--- src/rtl/bicubic_rsp_collector_pkg.sv ---
// Shared constants and types for the bicubic response collector.
// Latency: n/a (declarations only).
// Backpressure: n/a (declarations only).
//
// Geometry constants are shared with the upsample stage: a 2x bicubic beat
// carries two output rows of PIX_PER_ROW pixels, and four rows form a block.
package bicubic_rsp_collector_pkg;

    localparam int DEF_CHANNEL_WIDTH = 8;
    localparam int DEF_FIFO_DEPTH    = 4;
    localparam int PIX_PER_ROW       = 4;
    localparam int ROWS_PER_BLK      = 4;
    localparam int BEAT_PIX          = 2 * PIX_PER_ROW;

    localparam logic [1:0] LAST_ROW  = 2'(ROWS_PER_BLK - 1);

    // Which half (row) of the head entry is currently presented.
    typedef enum logic {
        HALF_LO = 1'b0,   // lanes 0-3, even row of the pair
        HALF_HI = 1'b1    // lanes 4-7, odd row of the pair
    } half_e;

    // Row index within the 4-row block: the beat phase selects the row pair,
    // the half selects the row inside the pair.
    function automatic logic [1:0] row_index(input logic phase, input half_e half);
        return {phase, half};
    endfunction

endpackage

--- src/rtl/bicubic_rsp_collector_fifo.sv ---
// Synchronous FIFO holding whole upsample beats (pixels plus phase bit).
// Latency: a push is visible at the head on the next cycle.
// Backpressure: push ignored while full, pop ignored while empty; no full pass-through.
//
// Ports: clk, rst (async active-high), push/wdata, pop, rdata (head entry),
//        full, empty. DEPTH must be a power of 2 so the pointers wrap naturally.
module bcci_sync_fifo #(
    parameter int WIDTH = 65,
    parameter int DEPTH = 4
) (
    input  logic             clk,
    input  logic             rst,
    input  logic             push,
    input  logic [WIDTH-1:0] wdata,
    input  logic             pop,
    output logic [WIDTH-1:0] rdata,
    output logic             full,
    output logic             empty
);

    localparam int PTR_W = $clog2(DEPTH);
    localparam logic [PTR_W:0] CNT_FULL = DEPTH[PTR_W:0];

    logic [WIDTH-1:0] mem [DEPTH];
    logic [PTR_W-1:0] wr_ptr;
    logic [PTR_W-1:0] rd_ptr;
    logic [PTR_W:0]   count;

    logic do_push;
    logic do_pop;

    assign full    = (count == CNT_FULL);
    assign empty   = (count == '0);
    assign do_push = push & ~full;
    assign do_pop  = pop & ~empty;
    assign rdata   = mem[rd_ptr];

    // Storage is not reset; the head is only meaningful while not empty.
    always_ff @(posedge clk) begin
        if (do_push) begin
            mem[wr_ptr] <= wdata;
        end
    end

    always_ff @(posedge clk or posedge rst) begin
        if (rst) begin
            wr_ptr <= '0;
            rd_ptr <= '0;
            count  <= '0;
        end else begin
            if (do_push) begin
                wr_ptr <= wr_ptr + 1'b1;
            end
            if (do_pop) begin
                rd_ptr <= rd_ptr + 1'b1;
            end
            case ({do_push, do_pop})
                2'b10:   count <= count + 1'b1;
                2'b01:   count <= count - 1'b1;
                default: count <= count;
            endcase
        end
    end

endmodule

--- src/rtl/bicubic_rsp_collector.sv ---
// Buffers 2-row bicubic upsample beats and reissues them as one tagged row per beat.
// Latency: a beat pushed into an empty buffer in cycle N is presented in cycle N+1.
// Backpressure: bcci_rsp_ready depends only on buffer occupancy (drops when full), never on out_ready.
//
// Ports:
//   clk, rst                    clock, asynchronous active-high reset
//   bcci_rsp_valid/ready/data   input beats, lane k = [CW*k +: CW]; lanes 0-3 row A, 4-7 row B
//   out_valid/ready             output row handshake
//   out_data                    4 pixels of the row, pixel 0 in LSBs
//   out_row, out_last           row index 0..3 within the block, high on row 3
//   stall_cnt                   only with BCCI_COLLECT_STAT_EN: saturating count of
//                               cycles with out_valid & ~out_ready
module bicubic_rsp_collector
    import bicubic_rsp_collector_pkg::*;
#(
    parameter int CHANNEL_WIDTH = DEF_CHANNEL_WIDTH,
    parameter int FIFO_DEPTH    = DEF_FIFO_DEPTH
) (
    input  logic                                 clk,
    input  logic                                 rst,
    input  logic                                 bcci_rsp_valid,
    output logic                                 bcci_rsp_ready,
    input  logic [BEAT_PIX*CHANNEL_WIDTH-1:0]    bcci_rsp_data,
    output logic                                 out_valid,
    input  logic                                 out_ready,
    output logic [PIX_PER_ROW*CHANNEL_WIDTH-1:0] out_data,
    output logic [1:0]                           out_row,
    output logic                                 out_last
`ifdef BCCI_COLLECT_STAT_EN
    ,
    output logic [15:0]                          stall_cnt
`endif
);

    localparam int ROW_W   = PIX_PER_ROW * CHANNEL_WIDTH;
    localparam int BEAT_W  = BEAT_PIX * CHANNEL_WIDTH;
    localparam int ENTRY_W = BEAT_W + 1;

    logic               in_phase;
    half_e              half;
    logic               push;
    logic               fire;
    logic               pop;
    logic               fifo_full;
    logic               fifo_empty;
    logic [ENTRY_W-1:0] head;
    logic [BEAT_W-1:0]  head_pix;
    logic               head_phase;

    assign bcci_rsp_ready = ~fifo_full;
    assign push           = bcci_rsp_valid & bcci_rsp_ready;
    assign out_valid      = ~fifo_empty;
    assign fire           = out_valid & out_ready;
    // An entry retires only after its second row has been taken.
    assign pop            = fire & (half == HALF_HI);

    assign head_phase = head[ENTRY_W-1];
    assign head_pix   = head[BEAT_W-1:0];

    bcci_sync_fifo #(
        .WIDTH (ENTRY_W),
        .DEPTH (FIFO_DEPTH)
    ) u_fifo (
        .clk   (clk),
        .rst   (rst),
        .push  (push),
        .wdata ({in_phase, bcci_rsp_data}),
        .pop   (pop),
        .rdata (head),
        .full  (fifo_full),
        .empty (fifo_empty)
    );

    // in_phase tracks S1 (rows 0,1) vs S2 (rows 2,3) beats by simple alternation.
    always_ff @(posedge clk or posedge rst) begin
        if (rst) begin
            in_phase <= 1'b0;
            half     <= HALF_LO;
        end else begin
            if (push) begin
                in_phase <= ~in_phase;
            end
            if (fire) begin
                half <= (half == HALF_LO) ? HALF_HI : HALF_LO;
            end
        end
    end

    // Fields are forced to zero while empty so the unreset storage never leaks out.
    always_comb begin
        out_data = '0;
        out_row  = '0;
        if (out_valid) begin
            out_data = (half == HALF_HI) ? head_pix[ROW_W +: ROW_W] : head_pix[0 +: ROW_W];
            out_row  = row_index(head_phase, half);
        end
    end

    assign out_last = (out_row == LAST_ROW);

`ifdef BCCI_COLLECT_STAT_EN
    always_ff @(posedge clk or posedge rst) begin
        if (rst) begin
            stall_cnt <= '0;
        end else if (out_valid && !out_ready && (stall_cnt != 16'hFFFF)) begin
            stall_cnt <= stall_cnt + 16'd1;
        end
    end
`endif

endmodule

--- config.mk ---
export PLATFORM = sky130hd
export DESIGN_NAME = bicubic_rsp_collector
export DESIGN_NICKNAME = d
export VERILOG_FILES = /design/src/rtl/bicubic_rsp_collector_pkg.sv /design/src/rtl/bicubic_rsp_collector_fifo.sv /design/src/rtl/bicubic_rsp_collector.sv
export SDC_FILE = /design/constraint.sdc
export NUM_CORES = 1
export LEC_CHECK = 0
export BUFFER_PORTS_ARGS = -buffer_cell sky130_fd_sc_hd__buf_2
export CORE_ASPECT_RATIO = 2
export CORE_UTILIZATION = 59
export CTS_CLUSTER_DIAMETER = 80
export DETAILED_ROUTE_END_ITERATION = 12
export GPL_ROUTABILITY_DRIVEN = 0
export PLACE_DENSITY = 0.8
export SYNTH_ARGS = -nofsm -noshare
export SYNTH_HDL_FRONTEND = slang
export SYNTH_SLANG_ARGS = --single-unit
--- constraint.sdc ---
create_clock -name clk -period 5.9 [get_ports clk]
set_input_delay 0.59 -clock clk [delete_from_list [all_inputs] [get_ports clk]]
set_output_delay 0.59 -clock clk [all_outputs]
set_load 0.05 [all_outputs]
After elaboration in Yosys (flattened, before gate mapping)
Memory sizes are Yosys's and may differ from the RTL's.
Cells that the tools add are included.
{"block": "op_classes", "reduce_logical": 2, "shift": 0, "n_mul": 0, "div": 0, "mux": 7, "add_sub_neg": 4, "magnitude_cmp": 0, "n_eq_ne": 4, "bitwise_logic": 8}
{"op": "$mux W32", "n": 2}
{"op": "$pmux W3 S2", "n": 1}
{"op": "$and A1 B1 Y1", "n": 5}
{"op": "$add A2 B1 Y2 const B", "n": 2}
{"op": "$eq A2 B2 Y1 const B", "n": 2}
{"op": "$add A3 B1 Y3 const B", "n": 1}
{"op": "$eq A3 B3 Y1 const B", "n": 1}
{"op": "$logic_not A3 Y1", "n": 1}
{"op": "$mux W1", "n": 3}
{"op": "$not A1 Y1", "n": 3}
{"op": "$sub A3 B1 Y3 const B", "n": 1}
{"op": "$eq A2 B1 Y1 const B", "n": 1}
{"op": "$mux W2", "n": 1}
{"op": "$reduce_bool A2 Y1", "n": 1}
{"block": "word_totals", "mem_count": 1, "latch_bits": 0, "input_bits": 68, "romBits": 0, "reg_bits": 9, "ramBits": 260, "out_inout_bits": 37}
{"memory": "u_fifo.mem", "depth": 4, "word_bits": 65, "read_ports": 1, "rd_clocked_by_memory_dff": 0, "wr": 1, "line": "bicubic_rsp_collector_fifo.sv:24", "source": "logic [WIDTH-1:0] mem [DEPTH];"}

Logic depth before layout (Yosys ltp)
{"block": "logic_depth", "word_depth": 7, "ltp_mapped": 9, "mapped_depth_nobuf": 9}

Hierarchy
From an unflattened synthesis, not the netlist that was laid out.
{"block": "hier_totals", "cells_unflattened": 463, "area_unflattened_um2": 10485.1}
{"module": "bcci_sync_fifo", "area_per_inst_um2": 9835.7, "seq_area_each_um2": 7982.7, "cells_per_inst": 378, "instances": 1}
{"module": "bicubic_rsp_collector", "area_per_inst_um2": 649.4, "seq_area_each_um2": 50.0, "cells_per_inst": 85, "instances": 1}

Least setup slack after synthesis
OpenSTA, ideal clock, no wires.
{"block": "synth_timing", "kind": "register -> register", "from": "register u_fifo.count[2]", "to": "memory u_fifo.mem[0][0] (enable)", "slack_ns": 2.890, "stages_incl_launch_ff": 3, "arrival_time_ns": 2.580, "cell_sequence": "dfrtp_1 > or3b_1 > and3_1"}
{"block": "synth_between", "elab_chain_len": 6}
{"element": "start, declared", "line": "bicubic_rsp_collector_fifo.sv:27", "source": "logic [PTR_W:0] count;"}
{"element": "start signal, assigned", "line": "bicubic_rsp_collector_fifo.sv:58", "source": "2'b10: count <= count + 1'b1;"}
{"element": "start signal, assigned", "line": "bicubic_rsp_collector_fifo.sv:59", "source": "2'b01: count <= count - 1'b1;"}
{"element": "start signal, assigned", "line": "bicubic_rsp_collector_fifo.sv:60", "source": "default: count <= count;"}
{"element": "$eq A3 B3 Y1 *", "line": "bicubic_rsp_collector_fifo.sv:32", "source": "assign full = (count == CNT_FULL);"}
{"element": "$not A1 Y1 *", "line": "bicubic_rsp_collector.sv:50", "source": "assign bcci_rsp_ready = ~fifo_full;"}
{"element": "net bcci_rsp_ready", "line": "bicubic_rsp_collector.sv:22", "source": "output logic bcci_rsp_ready,"}
{"element": "$and A1 B1 Y1", "line": "bicubic_rsp_collector.sv:51", "source": "assign push = bcci_rsp_valid & bcci_rsp_ready;"}
{"element": "$and A1 B1 Y1 *", "line": "bicubic_rsp_collector_fifo.sv:34", "source": "assign do_push = push & ~full;"}
{"element": "$mux W1 *", "line": "bicubic_rsp_collector_fifo.sv:40", "source": "if (do_push) begin"}
{"element": "$mux W1 (not written as such) *", "line": "bicubic_rsp_collector_fifo.sv:41", "source": "mem[wr_ptr] <= wdata;"}
{"element": "end, declared", "line": "bicubic_rsp_collector_fifo.sv:24"}
Mark *: on every way through the listed nets, which the timed path passes. The rest lies on a longest branch.

Worst setup path in the final report
{"block": "layout_timing", "from": "register u_fifo.rd_ptr[0]", "to": "output out_data[9]"}
{"block": "layout_between", "elab_chain_len": 3}
{"element": "start, declared", "line": "bicubic_rsp_collector_fifo.sv:26", "source": "logic [PTR_W-1:0] rd_ptr;"}
{"element": "start signal, assigned", "line": "bicubic_rsp_collector_fifo.sv:55", "source": "rd_ptr <= rd_ptr + 1'b1;"}
{"element": "$mem_v2 Z4 W65"}
{"element": "$mux W32", "line": "bicubic_rsp_collector.sv:94", "source": "out_data = (half == HALF_HI) ? head_pix[ROW_W +: ROW_W] : head_pix[0 +: ROW_W];"}
{"element": "$mux W32", "line": "bicubic_rsp_collector.sv:93", "source": "if (out_valid) begin"}
{"element": "end, declared", "line": "bicubic_rsp_collector.sv:26", "source": "output logic [PIX_PER_ROW*CHANNEL_WIDTH-1:0] out_data,"}
No other way between the ends.

==> flow_metrics.env <==
export IMPL_cts_resized=0
export IMPL_layout_cells_non_filler=759
export IMPL_layout_cells_most_common="edfxtp_1"
export IMPL_dr_pass1_iters=4
export IMPL_die_h_um=189
export IMPL_worst_skew_pair_late_latency_ns=0.50
export IMPL_synth_warning_count=0
export IMPL_worst_slew_margin_rel_pct=30.2
export IMPL_start_kind="flip-flop"
export IMPL_drt_iter0_drc=239
export IMPL_synth_top_family_by_area="multiplexers"
export IMPL_synth_compound_gate_area_share_pct=2.79
export IMPL_synth_seq_cells=269
export IMPL_synth_seq_area_share_pct=77.6
export IMPL_report_power_total_mw=6.70
export IMPL_cts_tree="done"
export IMPL_ctsRootBufferMaster="clkbuf_16"
export IMPL_outcome="finished clean"
export IMPL_tns_setup_ns=0
export IMPL_clk_pin_slew_ns=0.07
export IMPL_dpl_cell_count=720
export IMPL_avg_vias_per_cell=6.11
export IMPL_comb_power_share_pct=37.2
export IMPL_final_cell_mix="edfxtp_1 (260), buf_2 (104), mux4_2 (46)"
export IMPL_crit_path_max_incr_delay_ns=0.91
export IMPL_drc=0
export IMPL_final_max_slew_violation_count=0
export IMPL_synth_area_um2=10400
export IMPL_synth_xor_xnor_area_share_pct=0.677
export IMPL_portbufs=104
export IMPL_cts_repair_timing_setup_buffer_count=0
export IMPL_critical_path_endpoint_type="output pin"
export IMPL_period_minus_slack_ns=3.71
export IMPL_fmax_mhz=269
export IMPL_route_antenna_remaining_nets=0
export IMPL_wire_per_inst_um=24.4
export IMPL_worst_path_dominant_cell_family="flip-flops"
export IMPL_tritoncts_num_buffers=21
export IMPL_dieWidth_um=95.7
export IMPL_synth_distinct_cells=28
export IMPL_p_leak_nw=4.04
export IMPL_cts_max_path_buffers=3
export IMPL_p_sw_mw=2.46
export IMPL_nNetsFinal=607
export IMPL_power_internal_mw=4.24
export IMPL_core_area_um2=17200
export IMPL_power_frac_seq_pct=41.2
export IMPL_peakVddDrop_mv=0.352
export IMPL_worstPathCellList="buf_4 -> mux4_1 -> a22o_1 -> buf_2"
export IMPL_grt_overflow_total=0
export IMPL_cp_required_ns=5.31
export IMPL_synthesis_area_per_instance_um2=24.2
export IMPL_cts_htree_levels=1
export IMPL_setup_viol=0
export IMPL_power_switching_fraction_pct=36.8
export IMPL_cts_hold_buf=0
export IMPL_critPathMaxFanout=39
export IMPL_setup_worst_path_class="flip-flop to output pin"
export IMPL_first_global_vias=4983
export IMPL_final_area_um2=11700
export IMPL_maximum_number_of_pins_on_one_net_before_global_route_repair=66
export IMPL_power_density_nw_per_um2=573
export IMPL_num_fill_cells=1117
export IMPL_synth_fp_nets=501
export IMPL_synth_simple_gate_area_share_pct=0.955
export IMPL_global_route_usage_total_pct=21.4
export IMPL_antenna_violations_before_repair=4
export IMPL_tightestPinTransition_ns=1.05
export IMPL_fp_dieArea_um2=18100
export IMPL_synth_cells=427
export IMPL_detailed_place_area_um2=11000
export IMPL_synthMuxAreaShare_pct=15.0
export IMPL_detailroute_via_count=4639
export IMPL_routed_wl_um=18500
export IMPL_detailedPlacementHpwl_um=10400
export IMPL_cpMaxStageDelayCell="dfrtp_4"
export IMPL_clock_sinks=269
export IMPL_share_of_cells_above_drive_strength_1_pct=35.5
export IMPL_max_cap_violations=0
export IMPL_min_period_over_period_pct=62.9
export IMPL_timing_hold_ws_ns=0.0463
export IMPL_layout_overhead_on_the_synthesized_area_pct=12.9
export IMPL_skew_ns=0.00742
export IMPL_report_final_hold_viol_count=0
export IMPL_clock_power_share_pct=21.7
export IMPL_starting_utilization_of_the_core_area_pct=60.2
export IMPL_synth_adder_area_share_pct=0.798
export IMPL_timing_critical_path_arrival_ns=3.12
export IMPL_floorplan_rows=68
export IMPL_timing_hold_worst_class="primary input to asynchronous set/reset pin"
export IMPL_grt_setup_unrepaired="no"
export IMPL_grt_first_pass_wirelength_um=27900
export IMPL_critical_path_n_buffers_inverters=2
export IMPL_top_level_port_count=105
-- logic make-up after synthesis --
family | Yosys count
compound gates | 33
xor+xnor | 8
fa+ha+maj | 6
simple gates | 14
flops | 269
mux | 67
buf+inv | 30
-- sequential cells by signal, summed over array words and instances, names as in the netlist --
| signal | flops |
|---|---|
| u_fifo.mem | 260 |
| half | 1 |
| u_fifo.count | 3 |
| in_phase | 1 |
| u_fifo.rd_ptr | 2 |
| u_fifo.wr_ptr | 2 |
-- power by group through the flow --
stage                     logic, mW  registers [mW]  clock network (mW)
after floorplan                2.14            2.66                   0
after global placement         2.47            2.77                   0
after detailed placement       2.52            2.81                   0
after CTS                      2.53            2.77                1.47
after global routing           2.63            2.80                1.53
final                          2.49            2.76                1.45
-- per-stage QoR --
step	worst slack [ns]	utilization [%]
after floorplan	2.89	-
after global placement	2.65	63.9
after detailed placement	2.63	63.9
after CTS	2.08	68.0
after global routing	1.94	68.0
final	2.19	68.0
-- cell usage after synthesis --
library cell,count,area (um^2)
a22o_1,32,280
and2_1,3,18.8
and2_4,1,8.76
and3_1,4,25.0
buf_12,4,80.1
buf_2,8,40.0
buf_4,3,22.5
buf_6,3,33.8
clkbuf_1,5,18.8
dfrtp_1,9,225
edfxtp_1,260,7810
fa_1,1,20.0
ha_1,5,62.6
inv_1,6,22.5
inv_2,1,3.75
mux2_1,1,11.3
mux2i_1,1,10.0
mux4_1,19,499
mux4_2,46,1040
nand2_1,1,3.75
nand3_1,1,5.00
nor2_1,1,3.75
nor2b_4,1,13.8
o31a_1,1,8.76
or3_4,1,11.3
or3b_1,1,8.76
xnor2_1,5,43.8
xor2_1,3,26.3
-- path summary, 6_finish.rpt --
kind	from	to	slack, ns	depth (start not counted)
max in group asynchronous	rst	u_fifo.rd_ptr[0]	5.56	2
min reg2reg	u_fifo.count[2]	u_fifo.count[2]	0.55	1
max reg2reg	half	u_fifo.count[2]	3.07	8
max	u_fifo.rd_ptr[0]	out_data[9]	2.19	4
min	rst	half	0.05	2
min in group clk	bcci_rsp_data[33]	u_fifo.mem[2][33]	0.30	1
-- area by class of cell --
cell class / count / area, um^2 / share of cell area [%]
diodes: 3 / 7.51 / 0.0642
multi-input cells: 128 / 2120 / 18.1
repair buffers: 106 / 536 / 4.58
inverters: 7 / 26.3 / 0.225
well taps: 210 / 263 / 2.25
clock inverters: 12 / 164 / 1.40
clock buffers: 24 / 537 / 4.59
flip-flops and latches: 269 / 8040 / 68.8
-- routing by layer --
metal | GRT usage, % | vias up | wire length (um)
li1 | - | 2048 | -
met1 | 26.5 | 2393 | 6790
met2 | 36.7 | 157 | 10000
met3 | 3.69 | 39 | 1090
met4 | 9.30 | 2 | 608
met5 | 0 | - | 8
-- worst reg2reg max path: stages (launching register included) --
cell and delay (ns):
dfrtp_1 0.44, o31a_2 0.87, and2_1 0.29, ha_1 0.21, inv_1 0.07, fa_1 0.40, xor2_1 0.17, nor2_1 0.13
xor2_1 0.17
(Power assumes the default switching activity.)
